===== src/rtl/nn_pkg.sv =====
// Shared widths and default tuning constants for the neural-network datapath.
package nn_pkg;

  localparam int WEIGHT_W  = 4;
  localparam int INPUT_W   = 4;
  localparam int BIAS_W    = 4;
  localparam int OUT_W     = 4;
  localparam int NUM_PAIRS = 4;

  // Product range -120..105 fits 9 bits; four of them (-480..420) fit 11 bits.
  localparam int PROD_W = 9;
  localparam int SUM_W  = 11;

  localparam int DEF_ACC_W      = 16;
  localparam int DEF_BIAS_SHIFT = 4;
  localparam int DEF_SIG_SHIFT  = 5;
  localparam int SIG_OFFSET     = 8;

endpackage


===== src/rtl/hard_sigmoid.sv =====
// Combinational hard-sigmoid: clamp(((acc + (bias <<< BIAS_SHIFT)) >>> SIG_SHIFT) + 8, 0, 15).
module hard_sigmoid
  import nn_pkg::*;
#(
  parameter int ACC_W      = DEF_ACC_W,
  parameter int BIAS_SHIFT = DEF_BIAS_SHIFT,
  parameter int SIG_SHIFT  = DEF_SIG_SHIFT
) (
  input  logic [ACC_W-1:0]  acc_i,
  input  logic [BIAS_W-1:0] bias_i,
  output logic [OUT_W-1:0]  sig_o
);

  localparam logic signed [ACC_W:0] OFFSET_EXT  = (ACC_W+1)'(SIG_OFFSET);
  localparam logic signed [ACC_W:0] OUT_MAX_EXT = (ACC_W+1)'((2**OUT_W) - 1);

  logic signed [ACC_W:0] acc_ext;
  logic signed [ACC_W:0] bias_ext;
  logic signed [ACC_W:0] x_val;
  logic signed [ACC_W:0] y_val;

  // One extra bit of headroom so acc + scaled bias cannot wrap.
  always_comb begin
    acc_ext  = {acc_i[ACC_W-1], acc_i};
    bias_ext = {{(ACC_W+1-BIAS_W){bias_i[BIAS_W-1]}}, bias_i};
    x_val    = acc_ext + (bias_ext <<< BIAS_SHIFT);
    y_val    = (x_val >>> SIG_SHIFT) + OFFSET_EXT;
    if (y_val[ACC_W]) begin
      sig_o = '0;
    end else if (y_val > OUT_MAX_EXT) begin
      sig_o = '1;
    end else begin
      sig_o = y_val[OUT_W-1:0];
    end
  end

endmodule


===== src/rtl/sigmoid_alu.sv =====
// Four-pair multiply, two-stage adder pipeline, saturating accumulator and registered hard-sigmoid output.
module sigmoid_alu
  import nn_pkg::*;
#(
  parameter int ACC_W      = DEF_ACC_W,
  parameter int BIAS_SHIFT = DEF_BIAS_SHIFT,
  parameter int SIG_SHIFT  = DEF_SIG_SHIFT
) (
  input  logic                clk,
  input  logic                n_rst,
  input  logic [WEIGHT_W-1:0] weight1,
  input  logic [WEIGHT_W-1:0] weight2,
  input  logic [WEIGHT_W-1:0] weight3,
  input  logic [WEIGHT_W-1:0] weight4,
  input  logic [INPUT_W-1:0]  input1,
  input  logic [INPUT_W-1:0]  input2,
  input  logic [INPUT_W-1:0]  input3,
  input  logic [INPUT_W-1:0]  input4,
  input  logic [BIAS_W-1:0]   bias,
  input  logic                clear,
  input  logic                accumulate,
  output logic [OUT_W-1:0]    ALUOutput,
  output logic                acc_overflow
);

  localparam logic signed [ACC_W-1:0] ACC_MAX = {1'b0, {(ACC_W-1){1'b1}}};
  localparam logic signed [ACC_W-1:0] ACC_MIN = {1'b1, {(ACC_W-1){1'b0}}};

  logic [WEIGHT_W-1:0] w_arr [NUM_PAIRS];
  logic [INPUT_W-1:0]  in_arr[NUM_PAIRS];

  assign w_arr[0]  = weight1;
  assign w_arr[1]  = weight2;
  assign w_arr[2]  = weight3;
  assign w_arr[3]  = weight4;
  assign in_arr[0] = input1;
  assign in_arr[1] = input2;
  assign in_arr[2] = input3;
  assign in_arr[3] = input4;

  logic signed [PROD_W-1:0] prod_d[NUM_PAIRS];
  logic signed [PROD_W-1:0] prod_q[NUM_PAIRS];
  logic signed [SUM_W-1:0]  sum_d;
  logic signed [SUM_W-1:0]  sum_q;
  logic signed [ACC_W-1:0]  acc_d;
  logic signed [ACC_W-1:0]  acc_q;
  logic signed [ACC_W:0]    acc_sum;
  logic                     ovf_d;
  logic                     ovf_q;
  logic [OUT_W-1:0]         sig_d;
  logic [OUT_W-1:0]         alu_out_q;

  // Product of the low 9 bits is exact because every true product fits 9-bit signed.
  generate
    for (genvar gi = 0; gi < NUM_PAIRS; gi++) begin : g_mul
      assign prod_d[gi] = {{(PROD_W-WEIGHT_W){w_arr[gi][WEIGHT_W-1]}}, w_arr[gi]}
                        * {{(PROD_W-INPUT_W){1'b0}}, in_arr[gi]};
    end
  endgenerate

  always_comb begin
    sum_d = '0;
    for (int k = 0; k < NUM_PAIRS; k++) begin
      sum_d = sum_d + {{(SUM_W-PROD_W){prod_q[k][PROD_W-1]}}, prod_q[k]};
    end
  end

  always_comb begin
    acc_sum = {acc_q[ACC_W-1], acc_q} + {{(ACC_W+1-SUM_W){sum_q[SUM_W-1]}}, sum_q};
    acc_d   = acc_q;
    ovf_d   = ovf_q;
    if (clear) begin
      acc_d = '0;
      ovf_d = 1'b0;
    end else if (accumulate) begin
      // Top two bits disagree exactly when the wide sum left the ACC_W range.
      if (acc_sum[ACC_W] != acc_sum[ACC_W-1]) begin
        acc_d = acc_sum[ACC_W] ? ACC_MIN : ACC_MAX;
        ovf_d = 1'b1;
      end else begin
        acc_d = acc_sum[ACC_W-1:0];
      end
    end
  end

  hard_sigmoid #(
    .ACC_W      (ACC_W),
    .BIAS_SHIFT (BIAS_SHIFT),
    .SIG_SHIFT  (SIG_SHIFT)
  ) u_hard_sigmoid (
    .acc_i  (acc_q),
    .bias_i (bias),
    .sig_o  (sig_d)
  );

  always_ff @(posedge clk or negedge n_rst) begin
    if (!n_rst) begin
      for (int k = 0; k < NUM_PAIRS; k++) begin
        prod_q[k] <= '0;
      end
      sum_q     <= '0;
      acc_q     <= '0;
      ovf_q     <= 1'b0;
      alu_out_q <= '0;
    end else begin
      for (int k = 0; k < NUM_PAIRS; k++) begin
        prod_q[k] <= prod_d[k];
      end
      sum_q     <= sum_d;
      acc_q     <= acc_d;
      ovf_q     <= ovf_d;
      alu_out_q <= sig_d;
    end
  end

  assign ALUOutput    = alu_out_q;
  assign acc_overflow = ovf_q;

endmodule


===== config.mk =====
export PLATFORM = sky130hd
export DESIGN_NAME = sigmoid_alu
export DESIGN_NICKNAME = d
export VERILOG_FILES = /design/src/rtl/nn_pkg.sv /design/src/rtl/hard_sigmoid.sv /design/src/rtl/sigmoid_alu.sv
export SDC_FILE = /design/constraint.sdc
export NUM_CORES = 1
export LEC_CHECK = 0
export ABC_AREA = 1
export BUFFER_PORTS_ARGS = -buffer_cell sky130_fd_sc_hd__buf_4
export CORE_MARGIN = 8
export CORE_UTILIZATION = 55
export DETAILED_ROUTE_END_ITERATION = 6
export PLACE_DENSITY = 0.73
export SYNTH_ARGS = -nofsm -noshare
export SYNTH_HDL_FRONTEND = slang
export SYNTH_HIERARCHICAL = 1
export SYNTH_SLANG_ARGS = --single-unit

===== constraint.sdc =====
create_clock -name clk -period 4.4 [get_ports clk]
set_input_delay 1.32 -clock clk [delete_from_list [all_inputs] [get_ports clk]]
set_output_delay 1.32 -clock clk [all_outputs]
set_load 0.005 [all_outputs]

* After elaboration in Yosys (flattened, before gate mapping)
Index checks and enable logic that the tools add are counted.
** Cells by class
- Add/sub/neg operators :: 6
- Multiply operators :: 4
- $lt $le $gt $ge :: 1
- Equality and inequality tests :: 1
- Mux-type cells :: 9
- Reduce and logical (&&, ||, !) cells :: 3
** Operators with widths (count)
- two-way mux 16 bit :: 4
- multiplier 4 x 5 -> 9 bit :: 4
- adder 16 x 11 -> 17 bit :: 1
- adder 16 x 8 -> 17 bit :: 1
- greater-than comparator 17 x 5 -> 1 bit (second input constant) :: 1
- adder 12 x 5 -> 13 bit (second input constant) :: 1
- adder 10 x 9 -> 11 bit :: 1
- adder 11 bit :: 1
- adder 9 x 9 -> 10 bit :: 1
- two-way mux 4 bit :: 2
- nonzero test 2 bit :: 2
- two-way mux 1 bit :: 3
- AND reduction 2 bit :: 1
- != test 1 bit :: 1
** Word-level totals
- Register bits :: 68
- Input port bits :: 40

* Logic depth before layout (Yosys ltp)
- Depth after elaboration :: 5
- Gate-level depth with buffers :: 22

* Cells and area by module
Netlist, hierarchy kept.
** Modules (own cells, without submodules)
- sigmoid_alu :: times used 1, cells an instance 714, area an instance 6044.5 um2
- hard_sigmoid :: times used 1, cells an instance 211, area an instance 1097.3 um2

* Worst setup path before layout
Ideal clock, no wire load.
- Path kind :: input -> register
- Start point :: input weight3[3]
- End point :: register prod_q[16] (netlist bit)
- Library setup time :: 0.135 ns
- Arrival :: 4.108 ns
- Required time :: 4.265 ns
- Path slack :: 0.158 ns
- Stages :: 12
- Buffers on the path :: 0
- Path through :: inv_1 > or2_2 > fa_1 > fa_1 > inv_1 > fa_1 > ha_1 > inv_1 > fa_1 > nor2_1 > a211oi_1 > xor2_1
** RTL lines
- start, declared :: line sigmoid_alu.sv:13 : input logic [WEIGHT_W-1:0] weight3,
- end signal, assigned by index :: line sigmoid_alu.sv:107 : prod_q[k] <= prod_d[k];
- end, declared :: line sigmoid_alu.sv:42 : logic signed [PROD_W-1:0] prod_q[NUM_PAIRS];

==> results.ini <==
[grt]
via_count_of_the_first_global_routing_pass=5777
initial_antenna_violation_count=0
globalRoute.totalOverflow=0
grt.total_usage=0.179
grt_pass1_wl_mm=24.6
grt_max_degree=69

[die]
fp.dieW_um=130
io-pin-count=45
die_h_um=130
die_area_um2=16900
effective_utilization_at_floorplan=0.564
number_of_placement_rows=41
core_area_um2=12700

[cts]
cts_hold_bufs=0
cts.root.buffer_cell=sky130_fd_sc_hd__clkbuf_16
post_cts_resize_count=0
clock_tree.buffer_depth=2
post_cts_buffers=0
number_of_levels_in_the_clock_h_tree=3
tritoncts=yes
clk_transition_reported_paths_ps=60
tritoncts.num_buffers=9
clock_latency_ps=330
numClockSinks=68

[place]
detailed_place_hpwl_mm=11.1
placer_congestion=0.887
io_buffers=44
pre_cts_slack_ps=-19.6
placed_cells_incl_taps=1146
dpl-instance-area_um2=7710

[timing]
final_setup_margin_ps=336
setup_tns_ps=0
hold_violations=0
max_slew_margin=0.183
tightestPinTransition_ps=1220
max_slew_violation_count=0
final.period_utilization=0.924
max_freq_mhz=246
layout_min_cycle_time_ps=4060
fin_worst_skew_ps=9.03
report.final.setup_viol=0
rsz0062_at_grt=false

[critical_path]
worstPathCellList=buf_4 > inv_1 > or2_2 > fa_1 > fa_1 > inv_1 > fa_1 > ha_1 > inv_1 > fa_1 > nor2_1 > a211oi_1 > xor2_1
critical_path.n_buffers_inverters=4
path_depth=13
path_class=in2reg
worst_reg2reg_path_depth=12
worst_path_dominant_cell_family=adder cells
critical_path_peak_fanout=2
cp_data_arrival_time_ps=4260
end_kind=flip-flop
crit_slowest_cell=sky130_fd_sc_hd__fa_1
critical_path.startpoint_type=primary input
cp_data_required_time_ps=4600
worst_path_largest_cell_delay_ps=540
critical_path.most_common_cell=sky130_fd_sc_hd__fa_1

[min_path]
hold_path_depth=2
worstHoldPathType=reg2reg

[finish]
diodes=0
nets=1173
final-seq-area_um2=1700
finish.cell_count_without_fillers=1160
area_growth_pct=12.0
final_design_area_excluding_fillers_um2=8000
layout.core_utilization=0.631
post_route_cells_drive_above_1_share=0.122
number_of_fill_cells=1158
multiInputGateArea_um2=4640

[route]
avgViaCountPerCell=4.83
drc=0
highest-signal-layer=met4
drtAntennaViolNets=0
post_drt_wl_per_cell_um=11.6
route.final.wire_length_mm=13.5
vias=5607
met1_length_mm=6.22
first_pass_drt_iterations=4
met3_length_um=398
wl_met2_mm=6.65
drt_iter0_markers=310

[power]
clkPwrFrac=0.136
swShare=0.481
combinationalPowerShare=0.678
internal_power_mw=2.71
peak_vdd_ir_v=0.000380
leakagePower_nw=4.80
switchingPower_mw=2.51
pwr-share-seq=0.186
p_per_area_nw_per_um2=652

[synth]
yosysSeqAreaShare=0.238
postSynthAreaPerCell_um2=7.72
synth_cell_types=37
yosys.area.top_type_share=0.238
ys_ff_latch=68
async_flop_share=1.00
synth_nets=1113
postSynthCellCount=925
ys.warnings.count=6
synth_area_um2=7140
synth-edff-count=0
synth.area.top_cells=sky130_fd_sc_hd__dfrtp_1 (24%), sky130_fd_sc_hd__ha_1 (19%), sky130_fd_sc_hd__nand2_1 (14%)
synth.largest_area_cell=sky130_fd_sc_hd__dfrtp_1
postSynth.topFlopCell=sky130_fd_sc_hd__dfrtp_1

[run]
maxCapViolations=0

[status]
run_status=complete, no violations

## registers in the layout (all words and copies together), names as in the netlist
| name | flops |
|---|---|
| ALUOutput | 4 |
| acc_overflow | 1 |
| acc_q | 16 |
| prod_q | 36 |
| sum_q | 11 |
## cell usage in the layout, fill, tap and decap left out, types with 4 or more instances in the layout
| cell | Yosys | routed |
|---|---|---|
| sky130_fd_sc_hd__a21oi_1 | 27 | 27 |
| sky130_fd_sc_hd__a21oi_2 | 5 | 5 |
| sky130_fd_sc_hd__buf_4 | 0 | 54 |
| sky130_fd_sc_hd__clkbuf_16 | 0 | 9 |
| sky130_fd_sc_hd__dfrtp_1 | 68 | 68 |
| sky130_fd_sc_hd__fa_1 | 41 | 41 |
| sky130_fd_sc_hd__ha_1 | 107 | 107 |
| sky130_fd_sc_hd__inv_1 | 194 | 194 |
| sky130_fd_sc_hd__inv_2 | 5 | 5 |
| sky130_fd_sc_hd__nand2_1 | 258 | 258 |
| sky130_fd_sc_hd__nand2_2 | 20 | 20 |
| sky130_fd_sc_hd__nand3_1 | 61 | 61 |
| sky130_fd_sc_hd__nand3b_1 | 5 | 5 |
| sky130_fd_sc_hd__nand4_1 | 6 | 6 |
| sky130_fd_sc_hd__nor2_1 | 40 | 40 |
| sky130_fd_sc_hd__nor2_2 | 4 | 4 |
| sky130_fd_sc_hd__o21ai_0 | 5 | 5 |
| sky130_fd_sc_hd__or2_2 | 8 | 8 |
| sky130_fd_sc_hd__xnor2_1 | 16 | 16 |
| sky130_fd_sc_hd__xor2_1 | 22 | 22 |
## worst paths after layout
path                         startpoint           end  slack, ps
hold reg to reg            acc_overflow  acc_overflow        480
hold / removal             acc_overflow  acc_overflow        480
min in group asynchronous         n_rst      acc_q[1]       1090
setup reg to reg              prod_q[1]      sum_q[7]       1520
max in group asynchronous         n_rst    prod_q[13]       2740
setup / recovery             weight3[3]    prod_q[16]        340
## synth_stat cells (3+ instances only)
master and number:
sky130_fd_sc_hd__or2_2 8, sky130_fd_sc_hd__xnor2_1 16, sky130_fd_sc_hd__o21ai_0 5, sky130_fd_sc_hd__nand3_1 61
sky130_fd_sc_hd__nand2_2 20, sky130_fd_sc_hd__nand4_1 6, sky130_fd_sc_hd__nand3_2 3, sky130_fd_sc_hd__xor2_1 22
sky130_fd_sc_hd__nand2_4 3, sky130_fd_sc_hd__dfrtp_1 68, sky130_fd_sc_hd__buf_6 4, sky130_fd_sc_hd__nand3b_1 5
sky130_fd_sc_hd__inv_2 5, sky130_fd_sc_hd__fa_1 41, sky130_fd_sc_hd__a21o_1 3, sky130_fd_sc_hd__nand2_1 258
sky130_fd_sc_hd__a21oi_2 5, sky130_fd_sc_hd__a21oi_1 27, sky130_fd_sc_hd__ha_1 107, sky130_fd_sc_hd__inv_1 194
sky130_fd_sc_hd__nor2_2 4, sky130_fd_sc_hd__nor2_1 40
## tightest hold or removal path, delay by kind of cell (launching register included)
kind             cells  cell delay [ps]
and+or+nand+nor      2              110
DFF                  1              340
## area by class of cell
class | instances | area share
clock buffer | 10 | 0.0299
timing repair buffer | 54 | 0.0507
clock inverter | 4 | 0.00641
inverter | 199 | 0.0934
sequential | 68 | 0.213
tap | 172 | 0.0269
multi-input combinational | 653 | 0.580
## per-stage QoR
stage	total power, mW	hold WS (ps)
final	5.22	481
after global routing	5.86	512
after CTS	5.25	484
after detailed placement	4.51	468
after global placement	4.44	470
after floorplan	3.88	453
## power by group through the flow
stage | combinational [mW] | sequential [mW] | clock [mW]
after global routing | 4.12 | 0.994 | 0.750
after CTS | 3.56 | 0.972 | 0.723
after floorplan | 2.94 | 0.945 | 0
after detailed placement | 3.53 | 0.980 | 0
after global placement | 3.46 | 0.978 | 0
final | 3.54 | 0.970 | 0.708
## kinds of logic after synthesis
family / Yosys count / synth area share
xor+xnor: 38 / 0.0466
flops: 68 / 0.238
compound gates: 51 / 0.0448
fa+ha+maj: 148 / 0.302
buf+inv: 204 / 0.112
simple gates: 416 / 0.256
## layer usage
layer	GRT usage	vias up
li1	-	2955
met1	0.221	2563
met2	0.311	74
met3	0.0261	15
met4	0.0663	0
met5	0	-
Note: power is estimated with default switching activity, not from simulation.
